<file path="src/rtl/i2c_data_tx.sv">
// ---------------------------------------------------------------------------
// i2c_data_tx -- data phase of an I2C master write.
//
// After the address phase has been acknowledged (StartTX), this block pulls
// bytes from a valid/ready source. It shifts each byte out MSB first on DOut,
// one bit per clock, then samples the slave acknowledge. A NACK, or the ACK
// of the byte marked tx_last, ends the phase with a one-cycle stop request
// followed by a one-cycle done pulse.
//
// Ports
//   clk         : clock, all state changes on its rising edge
//   rst_n       : asynchronous active-low reset
//   StartTX     : address phase acknowledged, begin the data phase (IDLE only)
//   SlaveAck    : slave acknowledge, 1 = ACK, 0 = NACK
//   tx_data     : byte to send
//   tx_valid    : tx_data/tx_last are valid
//   tx_last     : this byte is the final one of the phase
//   tx_ready    : block can accept a byte (high only while loading)
//   DOut        : serial data bit, MSB first, DOUT_IDLE when not shifting
//   validdata   : DOut carries a data bit
//   ack_sample  : SlaveAck is sampled at the end of this cycle
//   stop        : one-cycle stop-condition request
//   done        : one-cycle data-phase-complete pulse
//   nack_err    : sticky NACK flag, cleared by the next StartTX
//   bytes_sent  : number of ACKed bytes in the current phase (saturating)
//
// Optional feature: define I2C_DATA_NACK_RETRY_EN to resend a byte once after
// its first NACK before flagging nack_err.
// ---------------------------------------------------------------------------
module i2c_data_tx #(
    parameter int   CNT_W     = 8,
    parameter logic DOUT_IDLE = 1'b1
) (
    input  logic             clk,
    input  logic             rst_n,
    input  logic             StartTX,
    input  logic             SlaveAck,
    input  logic [7:0]       tx_data,
    input  logic             tx_valid,
    input  logic             tx_last,
    output logic             tx_ready,
    output logic             DOut,
    output logic             validdata,
    output logic             ack_sample,
    output logic             stop,
    output logic             done,
    output logic             nack_err,
    output logic [CNT_W-1:0] bytes_sent
);

    typedef enum logic [2:0] {
        IDLE,
        LOAD,
        SHIFT,
        ACK,
        STOP,
        DONE
    } state_t;

    localparam logic [CNT_W-1:0] CNT_ONE = CNT_W'(1);

    state_t           state_q;
    logic [7:0]       byte_q;      // captured byte, held for the whole shift (and a retry)
    logic [2:0]       bit_idx_q;   // index of the bit currently on DOut
    logic             last_q;
    logic             tx_ready_q;
    logic             dout_q;
    logic             validdata_q;
    logic             ack_sample_q;
    logic             stop_q;
    logic             done_q;
    logic             nack_err_q;
    logic [CNT_W-1:0] bytes_sent_q;
`ifdef I2C_DATA_NACK_RETRY_EN
    logic             retry_q;     // current byte has already been NACKed once
`endif

    always_ff @(posedge clk or negedge rst_n) begin
        if (!rst_n) begin
            state_q      <= IDLE;
            byte_q       <= 8'h00;
            bit_idx_q    <= 3'd0;
            last_q       <= 1'b0;
            tx_ready_q   <= 1'b0;
            dout_q       <= DOUT_IDLE;
            validdata_q  <= 1'b0;
            ack_sample_q <= 1'b0;
            stop_q       <= 1'b0;
            done_q       <= 1'b0;
            nack_err_q   <= 1'b0;
            bytes_sent_q <= '0;
`ifdef I2C_DATA_NACK_RETRY_EN
            retry_q      <= 1'b0;
`endif
        end else begin
            case (state_q)
                IDLE: begin
                    if (StartTX) begin
                        state_q      <= LOAD;
                        tx_ready_q   <= 1'b1;
                        bytes_sent_q <= '0;
                        nack_err_q   <= 1'b0;
                    end
                end

                LOAD: begin
                    // tx_ready_q is always high here, so tx_valid alone completes
                    // the handshake; the MSB goes straight onto DOut.
                    if (tx_valid) begin
                        state_q     <= SHIFT;
                        tx_ready_q  <= 1'b0;
                        byte_q      <= tx_data;
                        last_q      <= tx_last;
                        bit_idx_q   <= 3'd7;
                        dout_q      <= tx_data[7];
                        validdata_q <= 1'b1;
`ifdef I2C_DATA_NACK_RETRY_EN
                        retry_q     <= 1'b0;
`endif
                    end
                end

                SHIFT: begin
                    if (bit_idx_q != 3'd0) begin
                        bit_idx_q <= bit_idx_q - 3'd1;
                        dout_q    <= byte_q[bit_idx_q - 3'd1];
                    end else begin
                        // bit 0 has had its cycle; release the line for the ACK slot
                        state_q      <= ACK;
                        dout_q       <= DOUT_IDLE;
                        validdata_q  <= 1'b0;
                        ack_sample_q <= 1'b1;
                    end
                end

                ACK: begin
                    ack_sample_q <= 1'b0;
                    if (SlaveAck) begin
                        if (bytes_sent_q != '1) begin
                            bytes_sent_q <= bytes_sent_q + CNT_ONE;
                        end
`ifdef I2C_DATA_NACK_RETRY_EN
                        retry_q <= 1'b0;
`endif
                        if (last_q) begin
                            state_q <= STOP;
                            stop_q  <= 1'b1;
                        end else begin
                            state_q    <= LOAD;
                            tx_ready_q <= 1'b1;
                        end
                    end else begin
`ifdef I2C_DATA_NACK_RETRY_EN
                        if (!retry_q) begin
                            // resend the held byte once, starting with its MSB
                            retry_q     <= 1'b1;
                            state_q     <= SHIFT;
                            bit_idx_q   <= 3'd7;
                            dout_q      <= byte_q[7];
                            validdata_q <= 1'b1;
                        end else begin
                            nack_err_q <= 1'b1;
                            state_q    <= STOP;
                            stop_q     <= 1'b1;
                        end
`else
                        nack_err_q <= 1'b1;
                        state_q    <= STOP;
                        stop_q     <= 1'b1;
`endif
                    end
                end

                STOP: begin
                    stop_q  <= 1'b0;
                    done_q  <= 1'b1;
                    state_q <= DONE;
                end

                DONE: begin
                    done_q  <= 1'b0;
                    state_q <= IDLE;
                end

                default: begin
                    state_q <= IDLE;
                end
            endcase
        end
    end

    assign tx_ready   = tx_ready_q;
    assign DOut       = dout_q;
    assign validdata  = validdata_q;
    assign ack_sample = ack_sample_q;
    assign stop       = stop_q;
    assign done       = done_q;
    assign nack_err   = nack_err_q;
    assign bytes_sent = bytes_sent_q;

endmodule
</file>
<file path="config.mk">
export PLATFORM = sky130hd
export DESIGN_NAME = i2c_data_tx
export DESIGN_NICKNAME = d
export VERILOG_FILES = /design/src/rtl/i2c_data_tx.sv
export SDC_FILE = /design/constraint.sdc
export NUM_CORES = 1
export LEC_CHECK = 0
export BUFFER_PORTS_ARGS = -buffer_cell sky130_fd_sc_hd__buf_4
export CORE_ASPECT_RATIO = 1.75
export CORE_MARGIN = 3
export CORE_UTILIZATION = 55
export CTS_CLUSTER_SIZE = 30
export DETAILED_ROUTE_END_ITERATION = 10
export GPL_TIMING_DRIVEN = 0
export PLACE_DENSITY_LB_ADDON = 0.2
export SYNTH_ARGS = -nofsm -noshare
export SYNTH_HDL_FRONTEND = slang
export SYNTH_SLANG_ARGS = --single-unit
</file>
<file path="constraint.sdc">
create_clock -name clk -period 2.8 [get_ports clk]
set_input_delay 0.14 -clock clk [delete_from_list [all_inputs] [get_ports clk]]
set_output_delay 0.14 -clock clk [all_outputs]
set_load 0.02 [all_outputs]
</file>
# After elaboration in Yosys (flattened, before gate mapping)
# Index checks and enable logic that the tools add are counted.
# totals
word_cells,83
register_bits,30
# classes
mux,35
n_addsub,2
eq_ne,15
n_reduce_logical,18
magnitude_cmp,1
# ops
op,n
8-bit 2-to-1 mux,3
3-bit 2-to-1 mux,7
"2-bit inequality test, second input constant",8
8-bit one-hot mux with 2 select lines,1
3-bit one-hot mux with 5 select lines,1
1-bit 2-to-1 mux,14
1-bit one-hot mux with 2 select lines,6
3-bit AND reduction,4
2-bit nonzero test,5
"8-bit by 1-bit adder with 8-bit output, second input constant",1
"8-bit inequality test, second input constant",1
2-bit AND reduction,4
"3-bit by 2-bit equality test with 1-bit output, second input constant",2
"3-bit equality test, second input constant",2
3-bit one-hot mux with 2 select lines,1
3-bit nonzero test,2
5-bit AND reduction,1
"3-bit by 4-bit < comparator with 1-bit output, second input constant",1
4-bit AND reduction,1
1-bit binary-select mux with 3-bit select,1
"3-bit by 1-bit equality test with 1-bit output, second input constant",1
3-bit zero test,1
"3-bit inequality test, second input constant",1
1-bit one-hot mux with 3 select lines,1
"3-bit by 1-bit subtractor with 3-bit output, second input constant",1

# Depth between registers and ports, before layout
# logic_depth
word_depth,5
depth_mapped,7
depth_no_buf,7

# Worst setup path after synthesis
# Ideal clock, no wire load.
# synth_timing
path_type,register to register
start,register bit_idx_q[0]
end,"register dout_q, in the netlist DOut"
required_ns,2.721
setup_slack_ns,1.146
arrival_ns,1.575
setup_time_ns,0.079
path_stages_with_launch,8
n_path_buf,0
path_cell_list,dfrtp_1 inv_1 ha_1 ha_1 or3b_4 nor2_8 nand2_1 a22o_1
# synth_via
elab_chain_cells,5
# synth_rtl
item,line,source
from (decl),64,logic [2:0] bit_idx_q;
from (signal assigned),125,bit_idx_q <= bit_idx_q - 3'd1;
3-bit by 1-bit subtractor with 3-bit output,126,dout_q <= byte_q[bit_idx_q - 3'd1];
1-bit binary-select mux with 3-bit select,126,
1-bit 2-to-1 mux (not written as such),126,
1-bit 2-to-1 mux *,124,if (bit_idx_q != 3'd0) begin
1-bit one-hot mux with 2 select lines *,96,case (state_q)
to (signal assigned),115,dout_q <= tx_data[7];
to (signal assigned),126,
to (decl),67,logic dout_q;
# Every way passes the cells marked *; elsewhere a longest branch is shown, timed or not. The select of a mux whose other input is x is not followed.
# A chain may end at the register's enable or synchronous reset.

# Worst setup path after layout
# layout_timing
start,register bit_idx_q[0]
end,register bit_idx_q[1]
# layout_via
elab_chain_cells,3
# layout_rtl
item,line
3-bit by 1-bit subtractor with 3-bit output / 3-bit nonzero test (equally long branches),"125, 124"
3-bit 2-to-1 mux / 2-bit inequality test (equally long branches),-
3-bit one-hot mux with 2 select lines / 3-bit AND reduction (equally long branches),-
# Several ways; a longest one is shown, not always the timed one. The select of a mux whose other input is x is not followed.

==> summary.md <==
| Metric | Value |
|---|---|
| Slew HR | `0.598` |
| Synthesized area per cell | `10.8 sq um` |
| Yosys reg bits | `30` |
| Port Buffers | `28` |
| WL final | `3.23 mm` |
| Die Ht | `74.9 um` |
| Final period util | `0.660` |
| CTS Root Cell | `clkbuf_8` |
| Clock buffer depth | `2` |
| Wire per inst | `16.1 um` |
| CTS tree | `done` |
| PostCTS Resize Cnt | `0` |
| Final setup fails | `0` |
| WS Path Type | `flip-flop to flip-flop` |
| Outcome | `finished clean` |
| Startpoint types | `flip-flop` |
| Drt first pass iters | `4` |
| Clock latency on the worst-skew pair | `0.28 ns` |
| Max_cap viols | `0` |
| HPWL after DPL | `2.36 mm` |
| TNS Setup | `0 ns` |
| Placer Congestion | `0.893` |
| Least-Margin Pin Slew | `0.598 ns` |
| Die Width | `45.4 um` |
| Post-layout min period | `1.85 ns` |
| Hold Path End | `last_q$_DFFE_PN0P_` |
| DRT iter0 DRCs | `38` |
| Crit path capture type | `flip-flop` |
| # fillers | `179` |
| Number of antenna-violating nets in the routed design | `0` |
| Syn Inst Count | `138` |
| Core area | `2550 sq um` |
| Final Non-Filler Cells | `201` |
| VDD IR-drop max | `0.678 mV` |
| Initial antenna violation count | `0` |
| Crit path max fanout | `5` |
| Synth warn | `0` |
| R2R Setup Slk | `0.95 ns` |
| Mapped cell area | `1490 sq um` |
| Initial Utilization | `0.585` |
| Syn nets | `155` |
| Worst Path Arrival | `2.05 ns` |
| Reg clk slew, reported paths | `0.06 ns` |
| Vias | `1213` |
| Hold WC Path Type | `input pin to flip-flop` |
| Die ar. | `3400 sq um` |
| Vias in the first global route | `1185` |
| Area Overhead vs Synth | `24.3%` |
| Crit Reg-Reg Startpoint | `bit_idx_q[0]$_DFFE_PN0P_` |
| Netlist cell types | `41` |
| Post-CTS Repair Setup Buffers | `0` |
| Vias per inst | `6.03` |
| Critical Path RT | `3.00 ns` |
| H-Tree Depth | `2` |
| # hold bufs at CTS | `1` |
| Clk sinks | `30` |
| Fmax achieved | `542 MHz` |
| Pwr per Cell Area | `1030 nW/um^2` |
| Power Total | `1910 uW` |
| Hold depth | `2` |
| Register area share after synthesis | `0.503` |
| Final hold vios | `0` |
| RSZ-0062 raised after global routing | `false` |
| Total global routing overflow | `0` |
| Share of post-route cells with drive strength above 1 | `0.291` |
| Dpl cells | `192` |
| # nets final | `191` |
| Skew final | `0.00425 ns` |
| Hold path start | `tx_last` |
| Static Leak | `0.000906 uW` |
| TritonCTS Buffers | `5` |
| Largest net degree at the start of global routing | `31` |
| Worst R2R End | `bit_idx_q[1]$_DFFE_PN0P_` |
| Slew Viols, Final | `0` |
| Drt drc | `0` |
| I/O pin cnt | `29` |
| Row Count | `24` |
| Commonest cells after routing, fill and taps aside | `buf_4, dfrtp_1, nand2_1, a21oi_1` |
| FF-to-FF path depth | `7` |
| Critical Path Source | `bit_idx_q[0]$_DFFE_PN0P_` |
| Total track usage | `0.217` |
| Ant diodes | `0` |
| First-pass GRT wire length | `5.18 mm` |
[metal layers]
layer | global-route usage | vias to the layer above | part of all wire
met4 | 0.114 | 0 | 0.029
met2 | 0.401 | 36 | 0.57
met3 | 0.0598 | 10 | 0.047
met5 | 0 | - | 0
met1 | 0.203 | 595 | 0.35
li1 | - | 572 | -
[synth_stat cells]
| cell | n | area [sq um] |
|---|---|---|
| dfrtp_1 | 29 | 726 |
| a21oi_1 | 10 | 50.1 |
| nand2_1 | 10 | 37.5 |
| inv_1 | 8 | 30.0 |
| nor2_1 | 8 | 30.0 |
| o21ai_0 | 8 | 40.0 |
| a31oi_1 | 5 | 31.3 |
| mux2_2 | 5 | 56.3 |
| buf_2 | 4 | 20.0 |
| mux2_1 | 4 | 45.0 |
| and3_1 | 3 | 18.8 |
| ha_1 | 3 | 37.5 |
| nand2b_1 | 3 | 18.8 |
| nand3_1 | 3 | 15.0 |
| o21ai_1 | 3 | 15.0 |
| a21oi_2 | 2 | 17.5 |
| mux2i_1 | 2 | 20.0 |
| mux4_1 | 2 | 52.6 |
| nand4b_1 | 2 | 17.5 |
| nor3_1 | 2 | 10.0 |
| o21a_1 | 2 | 15.0 |
| a211o_1 | 1 | 8.76 |
| a21o_1 | 1 | 7.51 |
| a22o_1 | 1 | 8.76 |
| and3b_1 | 1 | 8.76 |
| and4_1 | 1 | 8.76 |
| and4bb_1 | 1 | 12.5 |
| buf_4 | 1 | 7.51 |
| dfstp_2 | 1 | 26.3 |
| nand3b_1 | 1 | 7.51 |
| nor2_8 | 1 | 20.0 |
| nor2b_1 | 1 | 6.26 |
| nor3b_1 | 1 | 7.51 |
| nor4_1 | 1 | 6.26 |
| o211ai_1 | 1 | 7.51 |
| o22a_1 | 1 | 8.76 |
| o22ai_1 | 1 | 6.26 |
| o31ai_1 | 1 | 7.51 |
| or2_1 | 1 | 6.26 |
| or3_1 | 1 | 6.26 |
| or3b_4 | 1 | 11.3 |
[worst max-delay path, stage by stage (launching register included)]
cell,delay [ns]
dfrtp_1,0.44
inv_1,0.07
ha_1,0.20
ha_1,0.22
or3b_4,0.43
a21oi_2,0.22
nor2_1,0.07
a21oi_1,0.12
[cells by family after synthesis]
group	after synthesis	share of synthesized area
buffers and inverters	13	0.0385
flip-flops	30	0.503
adder cells (fa/ha/maj)	3	0.0251
AO/OA/AOI/OAI	37	0.150
multiplexers	13	0.116
AND/OR/NAND/NOR	42	0.167
[power breakdown]
group	switching, uW	internal, uW	leakage [uW]
clock	154	248	0.0000575
sequential	112	602	0.000368
combinational	420	373	0.000480
total	686	1220	0.000906
[area by class of cell]
cell class	count	area [sq um]	area share
buffer	5	27.5	0.0148
clock buffer	8	110	0.0593
inverter	8	30.0	0.0162
multi-input combinational	95	684	0.369
sequential	30	752	0.405
tap	26	32.5	0.0175
timing repair buffer	29	220	0.119
[worst max path at each step]
stage / cells past startpoint / end / slack (ns)
floorplan: 7 / DOut$_DFFE_PN1P_ / 1.15
global placement: 7 / DOut$_DFFE_PN1P_ / 1.03
detailed placement: 7 / bit_idx_q[1]$_DFFE_PN0P_ / 0.98
CTS: 7 / bit_idx_q[1]$_DFFE_PN0P_ / 0.95
global route: 7 / bit_idx_q[1]$_DFFE_PN0P_ / 0.87
finish: 7 / bit_idx_q[1]$_DFFE_PN0P_ / 0.95
[sequential cells by signal, indices dropped and copies added (netlist names)]
| name | cells |
|---|---|
| byte_q | 8 |
| validdata | 1 |
| nack_err | 1 |
| bytes_sent | 8 |
| done | 1 |
| last_q | 1 |
| DOut | 1 |
| bit_idx_q | 3 |
| state_q | 3 |
| ack_sample | 1 |
| stop | 1 |
| tx_ready | 1 |
[stage by stage]
stage	hold WS, ns	worst slack (ns)	area [sq um]	utilization
4_1_cts	0.0703	0.950	1860	0.727
3_5_place_dp	0.0846	0.978	1740	0.680
6_report	0.0771	0.953	1860	0.727
2_1_floorplan	-0.156	1.15	1490	-
3_3_place_gp	0.0804	1.03	1740	0.680
5_1_grt	0.0841	0.871	1860	0.727
Note: power is estimated with default switching activity, not from simulation.
